--- config.mk ---
export PLATFORM = sky130hd
export DESIGN_NAME = leg4_prog_loader
export DESIGN_NICKNAME = d
export VERILOG_FILES = /design/src/rtl/leg4_pkg.sv /design/src/rtl/leg4_edge_rise.sv /design/src/rtl/leg4_prog_loader.sv
export SDC_FILE = /design/constraint.sdc
export NUM_CORES = 1
export LEC_CHECK = 0
export ABC_AREA = 1
export BUFFER_PORTS_ARGS = -buffer_cell sky130_fd_sc_hd__buf_2
export CELL_PAD_IN_SITES_DETAIL_PLACEMENT = 2
export CELL_PAD_IN_SITES_GLOBAL_PLACEMENT = 2
export CORE_UTILIZATION = 38
export CTS_CLUSTER_DIAMETER = 100
export DETAILED_ROUTE_END_ITERATION = 10
export PLACE_DENSITY_LB_ADDON = 0.05
export SYNTH_ARGS = -nofsm -noshare
export SYNTH_HDL_FRONTEND = slang
export SYNTH_SLANG_ARGS = --single-unit
--- constraint.sdc ---
create_clock -name clk -period 2.15 [get_ports clk]
set_input_delay 0.215 -clock clk [delete_from_list [all_inputs] [get_ports clk]]
set_output_delay 0.215 -clock clk [all_outputs]
set_load 0.05 [all_outputs]
--- src/rtl/leg4_pkg.sv ---
`default_nettype none
// +--------------------------------------------------------------------+
// | Module   : leg4_pkg                                                |
// | Desc     : Shared constants and types for the leg4 program loader. |
// | Revision : 1.0                                                     |
// +--------------------------------------------------------------------+
package leg4_pkg;

   localparam int ADR_W = 4;
   localparam int DAT_W = 8;
   localparam int NIB_W = 4;
   localparam int DEPTH = 2 ** ADR_W;

   // Loader states: waiting for high nibble, waiting for low nibble, clear sweep
   typedef enum logic [1:0] {
      ST_HI  = 2'd0,
      ST_LO  = 2'd1,
      ST_CLR = 2'd2
   } state_t;

   // Program memory image at the default geometry
   typedef logic [DAT_W-1:0] mem_t [DEPTH];

endpackage
`default_nettype wire

--- src/rtl/leg4_edge_rise.sv ---
`default_nettype none
// +--------------------------------------------------------------------+
// | Module   : leg4_edge_rise                                          |
// | Desc     : One-flop rising-edge detector for debounced buttons.    |
// | Revision : 1.0                                                     |
// +--------------------------------------------------------------------+
module leg4_edge_rise (
   input  logic clk,
   input  logic nrst,
   input  logic in,
   output logic rise
);

   logic in_q;

   // Remember the previous level so a held button yields a single pulse
   always_ff @(posedge clk) begin
      if (!nrst) begin
         in_q <= 1'b0;
      end else begin
         in_q <= in;
      end
   end

   assign rise = in & ~in_q;

endmodule
`default_nettype wire

--- src/rtl/leg4_prog_loader.sv ---
`default_nettype none
// +--------------------------------------------------------------------+
// | Module   : leg4_prog_loader                                        |
// | Desc     : Writable 16x8 program memory for leg4. Bytes are        |
// |            entered high nibble first from the switches; the CPU    |
// |            side reads combinationally like the fixed ROM.          |
// |            Define PROG_CLEAR_EN to build the clear-all sweep.      |
// | Revision : 1.0                                                     |
// +--------------------------------------------------------------------+
module leg4_prog_loader
   import leg4_pkg::state_t, leg4_pkg::ST_HI, leg4_pkg::ST_LO, leg4_pkg::ST_CLR;
#(
   parameter int ADR_W = leg4_pkg::ADR_W,
   parameter int DAT_W = leg4_pkg::DAT_W,
   parameter int NIB_W = leg4_pkg::NIB_W
) (
   input  logic             clk,
   input  logic             nrst,
   input  logic             load_mode,
   input  logic             wr_btn,
   input  logic [NIB_W-1:0] nib_in,
   input  logic             clr_req,
   input  logic [ADR_W-1:0] rd_adr,
   output logic [DAT_W-1:0] rd_data,
   output logic [ADR_W-1:0] edit_adr,
   output logic [DAT_W-1:0] edit_data,
   output logic             lo_phase,
   output logic             busy
);

   localparam int DEPTH = 2 ** ADR_W;
   localparam logic [ADR_W-1:0] LAST_ADR = ADR_W'(DEPTH - 1);

   logic [DAT_W-1:0] mem [DEPTH];

   state_t           state;
   logic [ADR_W-1:0] wptr;
   logic [NIB_W-1:0] hi_reg;
   logic             wr_rise;
   logic             clr_take;
   logic             mem_we;
   logic [DAT_W-1:0] mem_wdata;

   leg4_edge_rise u_wr_edge (
      .clk  (clk),
      .nrst (nrst),
      .in   (wr_btn),
      .rise (wr_rise)
   );

`ifdef PROG_CLEAR_EN
   logic busy_r;

   // A clear request outranks a simultaneous button press and is ignored mid-sweep
   assign clr_take = clr_req & load_mode & (state != ST_CLR);
   assign busy     = busy_r;
`else
   logic unused_clr;

   assign unused_clr = clr_req;
   assign clr_take   = 1'b0;
   assign busy       = 1'b0;
`endif

   // Decide whether this edge writes memory and with what byte
   always_comb begin
      mem_we    = 1'b0;
      mem_wdata = {hi_reg, nib_in};
      if (nrst) begin
         case (state)
            ST_LO: begin
               if (load_mode && wr_rise && !clr_take) begin
                  mem_we = 1'b1;
               end
            end
`ifdef PROG_CLEAR_EN
            ST_CLR: begin
               mem_we    = 1'b1;
               mem_wdata = '0;
            end
`endif
            default: begin
               mem_we = 1'b0;
            end
         endcase
      end
   end

   // Program storage: not reset, so a CPU reset keeps the loaded program
   always_ff @(posedge clk) begin
      if (mem_we) begin
         mem[wptr] <= mem_wdata;
      end
   end

   // Loader FSM with registered phase/busy flags
   always_ff @(posedge clk) begin
      if (!nrst) begin
         state    <= ST_HI;
         wptr     <= '0;
         hi_reg   <= '0;
         lo_phase <= 1'b0;
`ifdef PROG_CLEAR_EN
         busy_r   <= 1'b0;
`endif
      end else begin
         case (state)
            ST_HI: begin
               if (clr_take) begin
                  state    <= ST_CLR;
                  wptr     <= '0;
                  hi_reg   <= '0;
`ifdef PROG_CLEAR_EN
                  busy_r   <= 1'b1;
`endif
               end else if (load_mode && wr_rise) begin
                  hi_reg   <= nib_in;
                  state    <= ST_LO;
                  lo_phase <= 1'b1;
               end
            end
            ST_LO: begin
               if (clr_take) begin
                  state    <= ST_CLR;
                  wptr     <= '0;
                  hi_reg   <= '0;
                  lo_phase <= 1'b0;
`ifdef PROG_CLEAR_EN
                  busy_r   <= 1'b1;
`endif
               end else if (!load_mode) begin
                  // Leaving edit mode abandons the half-entered byte
                  state    <= ST_HI;
                  hi_reg   <= '0;
                  lo_phase <= 1'b0;
               end else if (wr_rise) begin
                  wptr     <= wptr + ADR_W'(1);
                  state    <= ST_HI;
                  lo_phase <= 1'b0;
               end
            end
`ifdef PROG_CLEAR_EN
            ST_CLR: begin
               wptr <= wptr + ADR_W'(1);
               if (wptr == LAST_ADR) begin
                  state  <= ST_HI;
                  busy_r <= 1'b0;
               end
            end
`endif
            default: begin
               state    <= ST_HI;
               lo_phase <= 1'b0;
            end
         endcase
      end
   end

   assign rd_data   = mem[rd_adr];
   assign edit_adr  = wptr;
   assign edit_data = mem[wptr];

endmodule
`default_nettype wire

==> metrics.csv, run 1 <==
metric,value,unit
status,finished clean,
syn_area_per_cell,8.34,um2
crit path kind,reg2out,
max reg flops,128,
Initial DRT Pass Iterations,6,
setup ws final,0.0406,ns
XOR/XNOR Fraction of Synth Area,0.116,%
"CTS clk-pin slew, worst paths",0.06,ns
global-route track usage on met3,4.02,%
Final HPWL DP,18.0,mm
die area,20400,um2
DR vias/cell,5.38,
area of the core,19500,um2
Final setup viols,0,
initial DRC count,478,
share of post-route cells with drive strength above 1,12.8,%
"Seq/Total Area, Yosys",54.8,%
period utilization,98.1,%
"Core Util, Final",45.1,%
Power per Cell Area,725,nW/um2
hold_buf cts,0,
P&R area growth vs syn,16.6,%
P_leak,3.90,nW
Detail Route Antenna Nets,0,
Routability Congestion,0.792,
hold_ws,0.00426,ns
gr busiest metal,met2,
DRC violations left,0,
Compound-Gate Fraction of Synth Area,0.732,%
Slew @ Worst Pin,0.701,ns
first-pass GRT wire length,42.9,mm
Tmin final,2.11,ns
Die W,143,um
initial antenna violation count,0,
post-synthesis mux area share,0,%
post-synthesis adder-cell area fraction,0.665,%
CP Max Fanout,19,
clock buffer depth,2,
GR Layer Usage met2,51.9,%
largest family of logic cells by synthesized area,simple AND/OR/NAND/NOR gates,
final hold violation count,0,
Syn Nets,919,
Post-Route WL,28.9,mm
Gate Count Post-Synth,902,
Initial Util,38.6,%
worst endpoint data arrival time,1.89,ns
CP Capture Type,output pin,
Sink Count,142,
Post-Syn Area,7520,um2
CTS Root Cell,clkbuf_16,
Hold Crit Class,in2reg,
DR vias,6580,
Rel. slew slack,53.2,%
fmax,474,MHz
Total GRT Usage,29.1,%
#FFs+latches synth,142,
later-pin clock latency in the skew report,0.43,ns
largest net degree at the start of global routing,65,
simple logic cell fraction of the synthesized area,31.8,%
Synth Warn #,0,
met1 Resource Use GR,36.5,%
routed len/inst,23.6,um
# port buffers,32,
nets,962,
worst clock skew,0.00872,ns
WHS Path Cells,3,
htree depth,4,
Synth cell types,24,
IO Count,35,
ant diodes,0,
R2R cell count,6,
RSZ-0062 raised after global routing,yes,
nature of the critical path startpoint,flip-flop,
Num CTS Buffers,17,
critical path required time,1.93,ns
max-cap violations,0,
Max VDD drop,0.570,mV
num rows,51,
Die Y,143,um
dpl ws,0.363,ns
GRT overflow,0,
max-slew violations,0,
vias in the first global route,7371,
CTS tree,done,
[cells by family after synthesis]
logic type	count (synthesis)
adders and majority gates	4
DFF	142
AOI/OAI and AO/OA	11
and+or+nand+nor	543
buffers and inverters	200
other	1
xor gates and xnor gates	1
[placed cells by master, fill, tap and decap left out, types with 5 or more instances in the layout]
| master | netlist | routed |
|---|---|---|
| clkbuf_4 | 0 | 5 |
| inv_2 | 8 | 6 |
| nand3_1 | 230 | 230 |
| inv_1 | 143 | 142 |
| buf_12 | 0 | 9 |
| nand2_1 | 286 | 286 |
| buf_2 | 30 | 25 |
| nor2_1 | 14 | 14 |
| clkbuf_16 | 0 | 22 |
| edfxtp_1 | 128 | 128 |
| buf_4 | 3 | 29 |
| clkinv_4 | 0 | 5 |
| a21oi_1 | 9 | 9 |
| dfxtp_1 | 14 | 13 |
[timing repair]
| item | 4_1_cts | 5_1_grt |
|---|---|---|
| pin swaps | 0 | 0 |
| resized for setup | 3 | 17 |
| cloned | 0 | 3 |
| setup endpoints to repair | 7 | 7 |
| buffers inserted | 2 | 1 |
[stage by stage]
stage | power (mW) | cells | instance area, um2 | TNS (ns)
2_1_floorplan | 3.40 | 902 | 7520 | 0
3_3_place_gp | 3.56 | 1185 | 8030 | 0
3_5_place_dp | 3.58 | 1185 | 8030 | 0
4_1_cts | 6.37 | 1219 | 8630 | 0
5_1_grt | 6.53 | 1223 | 8770 | -0.0743
6_report | 6.36 | 1223 | 8770 | 0
[synth_stat cells (all sizes together)]
cell type  instances  share of area (%)
ha                 4               0.67
inv              151                7.5
or2                1              0.083
dfxtp             14                3.7
nand2            287                 14
o21ai              2               0.13
conb               1              0.050
nand3            232                 16
buf               48                4.2
clkbuf             1              0.050
nor3               7               0.67
nor2              16                1.0
edfxtp           128                 51
xor2               1               0.12
a21oi              9               0.60
[worst paths after layout]
path,slack [ns],endpoint,startpoint
max reg2reg,0.44,mem[14][5],u_wr_edge.in_q
min reg2reg,0.58,state[0],state[0]
max,0.04,edit_data[5],flip-flop
min,0.004,u_wr_edge.in_q,wr_btn
[power by group]
group	internal, mW	leakage [nW]	switching, mW	total [mW]
clock network	1.61	0.281	1.21	2.83
registers	3.01	1.28	0.0223	3.03
logic	0.131	2.34	0.375	0.506
[worst max-delay path, cell delays in order (launching register included)]
cell and delay, ns:
dfxtp_4 0.39, inv_6 0.14, buf_12 0.19, nand2_1 0.08, nand3_1 0.09, nand3_1 0.10
nand3_1 0.12, nand2_1 0.13, buf_4 0.22
[area by class of cell]
type,count,area (um2)
multi-input cells,560,2510
clock inverters,12,83.8
repair buffers,73,662
well taps,265,332
clock buffers,20,479
flip-flops and latches,142,4130
fillers,2176,10700
inverters,151,578
[per-layer routing]
layer / wire (um) / up-vias / share of wire, %
li1: - / 2994 / -
met1: 12700 / 3404 / 44
met2: 14800 / 137 / 51
met3: 877 / 45 / 3.0
met4: 557 / 0 / 1.9
met5: 0 / - / 0
Power figures use the tool's default switching activity.
==> run 2, diff against run 1 <==
Settings changed: CELL_PAD_IN_SITES_DETAIL_PLACEMENT 2 to not set, CELL_PAD_IN_SITES_GLOBAL_PLACEMENT 2 to not set, CORE_UTILIZATION 38 to 37.
==> run 2 against run 1 <==
Compared with the run above: maximum frequency rose by 2.4%; sequential cell count did not move; sequential share of layout area rose by 0.48 points; critical path type unchanged; final cell count did not move; via count fell by 3.8%; highest routed layer unchanged; global-route usage fell by 5.4 points; non-clock buffer count did not move.
==> metrics.csv, run 2 (synthesized netlist as in run 1, its figures left out) <==
metric,value,unit,change
status,finished clean,,
Reg2Reg Setup Slack,0.60,ns,+0.16 ns
Total GRT Usage,23.8,%,-5.4 points
Final HPWL DP,14.8,mm,-18%
Critical R2R Launch,u_wr_edge.in_q,,
CP Cell Sequence,"inv_2, buf_12, nand2_1, nand3_1, nand3_1, nand3_1, nand2_1, buf_2",,
period utilization,95.8,%,-2.3 points
P&R area growth vs syn,15.4,%,
Detail Route Antenna Nets,0,,unchanged
CP Capture Type,output pin,,
later-pin clock latency in the skew report,0.43,ns,about the same
Final setup viols,0,,unchanged
fmax,486,MHz,+2.4%
nets,962,,unchanged
Psw,1.56,mW,-3.0%
RSZ-0062 raised after global routing,no,,
Num CTS Buffers,17,,unchanged
Cell Int Power,4.88,mW,+2.7%
vias in the first global route,6221,,-16%
Sink Count,142,,unchanged
FF/Latch Area,4130,um2,about the same
Routability Congestion,0.864,,+9.2%
CP Max Fanout,40,,+21
IO Count,35,,unchanged
htree depth,4,,unchanged
Tmin final,2.06,ns,-0.0501 ns
combinational share of power,7.5,%,-0.5 points
max reg flops,128,,unchanged
Initial Util,38.1,%,-0.50 points
WHS Path Cells,3,,unchanged
CTS tree,done,,
clock buffer depth,2,,unchanged
Total Neg Setup Slack,0,ns,unchanged
crit path kind,reg2out,,
Die Y,145,um,+1.3%
max-cap violations,0,,unchanged
first-pass GRT wire length,35.2,mm,-18%
"CP delay by family, top",simple AND/OR/NAND/NOR gates,,
num rows,51,,unchanged
GRT overflow,0,,unchanged
hold_sp,nrst,,
layout filler cell count,1891,,-13%
Switching Share,24.3,%,-1.1 points
share of post-route cells with drive strength above 1,12.6,%,-0.21 points
"most common cell after layout, fill and taps aside",nand2_1,,
initial antenna violation count,0,,unchanged
"most used cell, CP",nand3_1,,
"Slowest-stage cell, CP",dfxtp_2,,
max-slew violations,0,,unchanged
Slew @ Worst Pin,0.733,ns,+0.0317 ns
RR Endpoint,mem[4][7],,
Power per Cell Area,742,nW/um2,+2.4%
share of total power in the clock network,45.5,%,+1.1 points
DR vias/cell,5.18,,-3.8%
die area,20900,um2,+2.7%
routed len/inst,19.0,um,-19%
ant diodes,0,,unchanged
Rel. slew slack,51.1,%,-2.1 points
DR vias,6330,,-3.8%
Hold Crit Class,in2reg,,
"Core Util, Final",44.0,%,-1.1 points
P_leak,3.84,nW,-1.6%
Die W,145,um,+1.3%
Hold Path Sink,u_wr_edge.in_q,,
final hold violation count,0,,unchanged
worst endpoint data arrival time,1.84,ns,-0.05 ns
Max VDD drop,0.526,mV,-7.8%
"CTS clk-pin slew, worst paths",0.06,ns,about the same
area of the core,19700,um2,+1.3%
Initial DRT Pass Iterations,5,,-1
DRC violations left,0,,unchanged
Post-Route WL,23.3,mm,-19%
worst clock skew,0.00828,ns,-0.000442 ns
"commonest non-fill, non-tap cells in the layout","nand2_1, nand3_1, inv_1, edfxtp_1, buf_4",,
nature of the critical path startpoint,flip-flop,,
worst stage delay on the critical path,0.37,ns,-0.02 ns
Crit path buffers/inverters,3,,unchanged
R2R cell count,6,,unchanged
largest net degree at the start of global routing,50,,-23%
area of the multi-input gates,2510,um2,unchanged
critical path required time,1.93,ns,about the same
# port buffers,32,,unchanged
CTS Root Cell,clkbuf_16,,
sequential power share,46.9,%,-0.7 points
initial DRC count,648,,+36%
-- run 2: cell count changes in the layout (fill, tap and decap cells not counted), moves of 2 or more --
| cell | before | now |
|---|---|---|
| buf_2 | 25 | 30 |
| clkbuf_16 | 22 | 17 |
| clkinvlp_4 | 2 | 7 |
| buf_4 | 29 | 33 |
| clkinv_2 | 4 | 0 |
| buf_12 | 9 | 6 |
| clkbuf_4 | 5 | 2 |
| inv_4 | 3 | 0 |
| bufinv_16 | 0 | 2 |
| inv_2 | 6 | 8 |
-- run 2: timing repair --
action | 4_1_cts | 5_1_grt
resized for setup | 3 | 4
hold endpoints to repair | 1 | 0
buffers inserted | 2 | 0
cloned | 0 | 0
endpoints found under the setup margin | 8 | 6
hold buffers | 1 | 0
-- run 2: layer usage --
metal  share of wire [%]  wire [um]  GRT usage (%)  vias up
li1                    -          -              -     2993
met1                  42       9680           29.0     2985
met2                  49      11300           40.4      304
met3                 7.6       1770           6.19       48
met4                 2.2        521           8.37        0
met5                   0          0              0        -
-- run 2: how the worst max path moves through the flow --
stage	slack, ns	end	startpoint	depth (start not counted)
3_3_place_gp	0.26	rd_data[3]	rd_adr[1]	7
4_1_cts	0.0006	edit_data[3]	flip-flop	8
2_1_floorplan	0.10	mem[15][0]	state[0]	4
5_1_grt	0.007	edit_data[1]	flip-flop	8
3_5_place_dp	0.25	rd_data[5]	rd_adr[1]	7
6_report	0.09	edit_data[1]	flip-flop	8
-- run 2: worst min-delay path, cell delays in order --
cell and delay [ns]:
buf_2 0.14, nand2_1 0.06, inv_1 0.04
-- run 2: layout make-up --
| class | count | share of cell area [%] |
|---|---|---|
| clock buffer | 20 | 5.15 |
| tap | 265 | 3.82 |
| sequential | 142 | 47.5 |
| multi-input combinational | 560 | 28.9 |
| clock inverter | 12 | 1.62 |
| timing repair buffer | 73 | 6.39 |
| inverter | 151 | 6.58 |
-- run 2: per-stage QoR --
step	cell area [um2]	hold WS (ns)	cells	total power [mW]	worst slack, ns
floorplan	7520	0.308	902	3.40	0.100
detailed placement	8030	0.424	1188	3.56	0.247
global placement	8030	0.424	1188	3.56	0.259
global route	8680	0.113	1223	6.64	0.00677
finish	8680	0.0674	1223	6.44	0.0907
CTS	8660	0.0513	1223	6.49	0.000602
-- run 2: power by group through the flow --
stage	clock, mW	combinational, mW	sequential [mW]
4_1_cts	2.98	0.485	3.02
6_report	2.93	0.486	3.02
3_5_place_dp	0	0.482	3.08
2_1_floorplan	0	0.315	3.08
3_3_place_gp	0	0.477	3.08
5_1_grt	3.09	0.525	3.02
